===== config.mk =====
export PLATFORM = sky130hd
export DESIGN_NAME = mux4_rr_arbiter
export DESIGN_NICKNAME = d
export VERILOG_FILES = /design/src/rtl/mux4_rr_arbiter.sv
export SDC_FILE = /design/constraint.sdc
export NUM_CORES = 1
export LEC_CHECK = 0
export BUFFER_PORTS_ARGS = -buffer_cell sky130_fd_sc_hd__buf_2
export CORE_UTILIZATION = 49
export CTS_BUF_LIST = sky130_fd_sc_hd__clkbuf_2
export DETAILED_ROUTE_END_ITERATION = 8
export PLACE_DENSITY = 0.92
export SLEW_MARGIN = 0
export SYNTH_ARGS = -nofsm -noshare
export SYNTH_HDL_FRONTEND = slang
export SYNTH_SLANG_ARGS = --single-unit

===== constraint.sdc =====
create_clock -name clk -period 3.4 [get_ports clk]
set_clock_uncertainty 0.1 [all_clocks]
set_input_delay 0.34 -clock clk [delete_from_list [all_inputs] [get_ports clk]]
set_output_delay 0.34 -clock clk [all_outputs]
set_load 0.005 [all_outputs]

===== src/rtl/mux4_rr_arbiter.sv =====
`default_nettype none
// ============================================================================
// Module      : mux4_rr_arbiter
// Description : 4-requester round-robin arbiter driving a registered-select
//               4:1 data mux with valid/ready handshake. Optional grant lock
//               is enabled by defining MUX4_ARB_LOCK_EN.
// Revision    : 1.0 - initial release
// ============================================================================
module mux4_rr_arbiter #(
  parameter int DATA_W = 8
) (
  input  logic                clk,
  input  logic                rst,
`ifdef MUX4_ARB_LOCK_EN
  input  logic [3:0]          lock,
`endif
  input  logic [3:0]          req,
  input  logic [4*DATA_W-1:0] data_in,
  input  logic                out_ready,
  output logic                out_valid,
  output logic [DATA_W-1:0]   out_data,
  output logic [1:0]          sel,
  output logic [3:0]          gnt,
  output logic [3:0]          ack
);

  typedef enum logic [0:0] {
    S_IDLE = 1'b0,
    S_BUSY = 1'b1
  } state_t;

  state_t     r_state, w_state_nxt;
  logic [1:0] r_ptr, w_ptr_nxt;
  logic [1:0] r_sel, w_sel_nxt;
  logic [3:0] r_gnt, w_gnt_nxt;
  logic [1:0] w_ptr_inc;
  logic       w_busy;
  logic       w_xfer;
  logic       w_lock_hold;
  logic [2:0] w_pick_idle;
  logic [2:0] w_pick_xfer;

  // Returns {found, index}; the candidate closest to base (in wrap order) wins.
  function automatic logic [2:0] f_pick(input logic [3:0] cand, input logic [1:0] base);
    logic [2:0] res;
    logic [1:0] idx;
    res = 3'b000;
    for (int k = 3; k >= 0; k--) begin
      idx = base + 2'(k);
      if (cand[idx]) res = {1'b1, idx};
    end
    return res;
  endfunction

  assign w_busy      = (r_state == S_BUSY);
  assign w_xfer      = w_busy & out_ready;
  assign w_ptr_inc   = r_sel + 2'd1;
  assign w_pick_idle = f_pick(req, r_ptr);
  // The served requester is masked so it cannot win the cycle it is acked.
  assign w_pick_xfer = f_pick(req & ~r_gnt, w_ptr_inc);

`ifdef MUX4_ARB_LOCK_EN
  // A lock only holds a winner that is still requesting.
  assign w_lock_hold = lock[r_sel] & req[r_sel];
`else
  assign w_lock_hold = 1'b0;
`endif

  always_comb begin
    w_state_nxt = r_state;
    w_ptr_nxt   = r_ptr;
    w_sel_nxt   = r_sel;
    w_gnt_nxt   = r_gnt;
    case (r_state)
      S_IDLE: begin
        if (w_pick_idle[2]) begin
          w_state_nxt = S_BUSY;
          w_sel_nxt   = w_pick_idle[1:0];
          w_gnt_nxt   = 4'b0001 << w_pick_idle[1:0];
        end
      end
      S_BUSY: begin
        if (out_ready) begin
          if (!w_lock_hold) begin
            w_ptr_nxt = w_ptr_inc;
            if (w_pick_xfer[2]) begin
              w_sel_nxt = w_pick_xfer[1:0];
              w_gnt_nxt = 4'b0001 << w_pick_xfer[1:0];
            end else begin
              w_state_nxt = S_IDLE;
              w_gnt_nxt   = 4'b0000;
            end
          end
        end else if (!req[r_sel]) begin
          w_state_nxt = S_IDLE;
          w_gnt_nxt   = 4'b0000;
        end
      end
      default: begin
        w_state_nxt = S_IDLE;
        w_gnt_nxt   = 4'b0000;
      end
    endcase
  end

  always_ff @(posedge clk or posedge rst) begin
    if (rst) begin
      r_state <= S_IDLE;
      r_ptr   <= 2'd0;
      r_sel   <= 2'd0;
      r_gnt   <= 4'b0000;
    end else begin
      r_state <= w_state_nxt;
      r_ptr   <= w_ptr_nxt;
      r_sel   <= w_sel_nxt;
      r_gnt   <= w_gnt_nxt;
    end
  end

  assign out_valid = w_busy;
  assign out_data  = w_busy ? data_in[r_sel*DATA_W +: DATA_W] : '0;
  assign sel       = r_sel;
  assign gnt       = r_gnt;
  assign ack       = w_xfer ? r_gnt : 4'b0000;

endmodule
`default_nettype wire


==> summary.md <==
| Metric | Value |
|---|---|
| Largest net degree at the start of global routing | 21 |
| Number of setup violations in the final report | 0 |
| Die height | 47.3 um |
| Routed vias/inst | 5.92 |
| Fin nets | 202 |
| CTS Buf Count | 3 |
| Outcome | finished, final reports clean |
| Final Cycle Share | 72.8% |
| Worst R2R Setup Slack | 1.31 ns |
| Ratio of cells with drive above 1 in the final layout | 48.1% |
| Root Driver | clkbuf_2 |
| Critical Path End | out_data[1] |
| Clk pin slew, worst setup/hold paths | 0.08 ns |
| Reg-to-reg startpoint | sel[1] |
| Core footprint | 1940 sq um |
| CP endpoint kind | output pin |
| Min-Delay Path Class | input port to flip-flop |
| Slew of the pin with the lowest slew margin | 0.838 ns |
| FF-to-FF path depth | 5 |
| DP Worst Slack | 1.19 ns |
| Synthesized area per cell | 9.48 sq um |
| Worst-path fanout max | 20 |
| CP Launch Type | flip-flop |
| IO Port Bufs | 57 |
| # fillers | 163 |
| H-tree levels | 1 |
| First-pass GRT wire length | 4.16 mm |
| CTS tree | yes |
| RSZ-0062 raised after global routing | false |
| Die area | 2240 sq um |
| Initial Util | 51.7% |
| Synth Area in Compound Gates | 23.7% |
| Library cells used by synthesis | 39 |
| Residual DRC | 0 |
| First DRT Iteration DRCs | 28 |
| Via count | 1,118 |
| DRT Pass-1 Iters | 4 |
| Max-cap violations | 0 |
| Gpl congestion | 0.884 |
| Commonest non-fill, non-tap cell in the layout | buf_2 |
| Bufs on Longest Clock Path | 2 |
| Mapped Cells | 106 |
| Commonest cells after routing, fill and taps aside | 57 x buf_2, 9 x inv_1, 9 x mux4_2, 9 x dfrtp_1, 8 x and2_1 |
| Rel. slew slack | 44.1% |
| Crit Path Class | flip-flop to output pin |
| Min cycle time layout | 2.48 ns |
| Post-synthesis xor/xnor area fraction | 0.872% |
| Area Overhead vs Synth | 31.4% |
| Fin. max-slew vios | 0 |
| CP arrival | 2.04 ns |
| Routed len/inst | 15.2 um |
| DIE WIDTH | 47.3 um |
| Std cell rows | 16 |
| Max Clk Rate | 404 MHz |
| Worst vdd ir | 0.542 mV |
| WP data required | 2.96 ns |
| PwrDens | 735 nW/um^2 |
| Synth Cell Area | 1000 sq um |
| Initial antenna violation count | 0 |
| Flop and latch count out of synthesis | 9 |
| Worst setup slack after layout | 0.924 ns |
| Static Leak | 0.633 nW |
| Congestion Overflow GR | 0 |
| Hpwl dp | 2.32 mm |
| Vias in the first global route | 981 |
| Antenna fix cells | 0 |
| Clk_lat worst skew | 0.25 ns |
| Post-Synth Simple-Gate Area | 26.2% |
| Final wirelength | 2.88 mm |
| Num ports | 58 |
| Post-synthesis adder-cell area fraction | 0% |
| CTS Sinks | 9 |
| Hold Fails Final Rpt | 0 |
| Largest family of logic cells by synthesized area | simple AND/OR/NAND/NOR gates |
| Worst r2r dst | gnt[1] |
| Syn nets | 145 |
| Mux contribution to synthesized area | 20.2% |
| DRT antenna net count | 0 |
| Post-synthesis sequential area ratio | 22.4% |
| Yosys warns | 0 |
| GRT Resource Usage Total | 26.7% |
| Setup crit start | sel[0] |
| Setup TNS | 0 ns |
## cell type report
| class | count | area [sq um] | area share (%) |
|---|---|---|---|
| well taps | 27 | 33.8 | 2.56 |
| flip-flops and latches | 9 | 225 | 17.1 |
| clock buffers | 4 | 20.0 | 1.52 |
| repair buffers | 58 | 295 | 22.4 |
| inverters | 9 | 33.8 | 2.56 |
| multi-input cells | 82 | 712 | 53.9 |
## logic make-up (layout without fill, tap and decap cells)
logic type	Yosys count	in the layout
and+or+nand+nor	43	43
muxes	9	9
buffers and inverters	15	71
DFF	9	9
xor gates and xnor gates	1	1
AOI/OAI and AO/OA	29	29
## cells in the mapped netlist
library cell | number | area, sq um
a21oi_2 | 2 | 17.5
nand2_1 | 6 | 22.5
nor3b_1 | 1 | 7.51
buf_6 | 1 | 11.3
xnor2_1 | 1 | 8.76
or3_1 | 1 | 6.26
o221ai_1 | 6 | 52.6
o211ai_1 | 1 | 7.51
a31oi_1 | 2 | 12.5
a211oi_1 | 1 | 7.51
o21ai_0 | 4 | 20.0
dfrtp_1 | 9 | 225
nand2b_1 | 5 | 31.3
a32oi_1 | 1 | 8.76
nand3_1 | 1 | 5.00
and2b_4 | 2 | 20.0
mux4_2 | 9 | 203
nor2_1 | 6 | 22.5
o211a_1 | 1 | 10.0
a31oi_2 | 1 | 12.5
nor4b_1 | 1 | 8.76
o21ai_1 | 1 | 5.00
and3_1 | 2 | 12.5
nand3b_1 | 2 | 15.0
a2bb2o_1 | 1 | 10.0
nor4b_2 | 1 | 15.0
inv_1 | 9 | 33.8
nand4_1 | 1 | 6.26
buf_2 | 3 | 15.0
nor2_2 | 1 | 6.26
clkbuf_1 | 2 | 7.51
and2b_1 | 2 | 15.0
a221oi_1 | 1 | 8.76
and2_1 | 8 | 50.1
a2111oi_4 | 1 | 27.5
nor2b_1 | 3 | 18.8
a21oi_1 | 4 | 20.0
o41ai_1 | 1 | 8.76
a31o_1 | 1 | 8.76
## worst max-delay path: stages (launching register included)
cell,delay [ns]
dfrtp_1,0.90
mux4_2,0.60
and2_1,0.17
buf_2,0.12
## metrics by stage
stage          util, %  cell area (sq um)  power [mW]  cells  hold slack (ns)
2_1_floorplan        -               1000       0.720    106           0.0679
3_3_place_gp      66.4               1290       0.870    184            0.204
3_5_place_dp      66.4               1290       0.903    184            0.212
4_1_cts           68.0               1320       0.974    189            0.389
5_1_grt           68.0               1320        1.06    189            0.400
6_report          68.0               1320       0.970    189            0.402
## what timing repair did
item                      4_1_cts  5_1_grt
hold endpoints to repair        9        0
hold buffers                    1        0
gates resized for setup         0        0
setup buffers                   0        0
## routing by layer
metal / up-vias / track usage [%] / share of wire [%]
li1: 519 / - / -
met1: 533 / 31.9 / 40
met2: 61 / 48.2 / 49
met3: 5 / 3.08 / 10
met4: 0 / 10.9 / 1.4
met5: - / 0 / 0
## flip-flops by register name, summed over array words and instances, names as in the netlist
register	count
gnt	4
r_ptr	2
sel	2
out_valid	1
## worst min path at each step
stage              start         to  slack (ns)  cells past startpoint
6_report       out_ready  out_valid        0.40                      3
5_1_grt        out_ready  out_valid        0.40                      3
4_1_cts        out_ready  out_valid        0.39                      3
3_5_place_dp         rst     gnt[2]        0.21                      2
3_3_place_gp         rst   r_ptr[1]        0.20                      2
2_1_floorplan        rst     gnt[0]        0.07                      1
## where the power goes
| part | switching, mW | total (mW) | internal (mW) | leakage, nW |
|---|---|---|---|---|
| registers | 0.147 | 0.302 | 0.155 | 0.111 |
| logic | 0.255 | 0.601 | 0.346 | 0.506 |
| clock network | 0.0365 | 0.0677 | 0.0313 | 0.0166 |
| total | 0.438 | 0.970 | 0.532 | 0.633 |
Note: power is estimated with default switching activity, not from simulation.
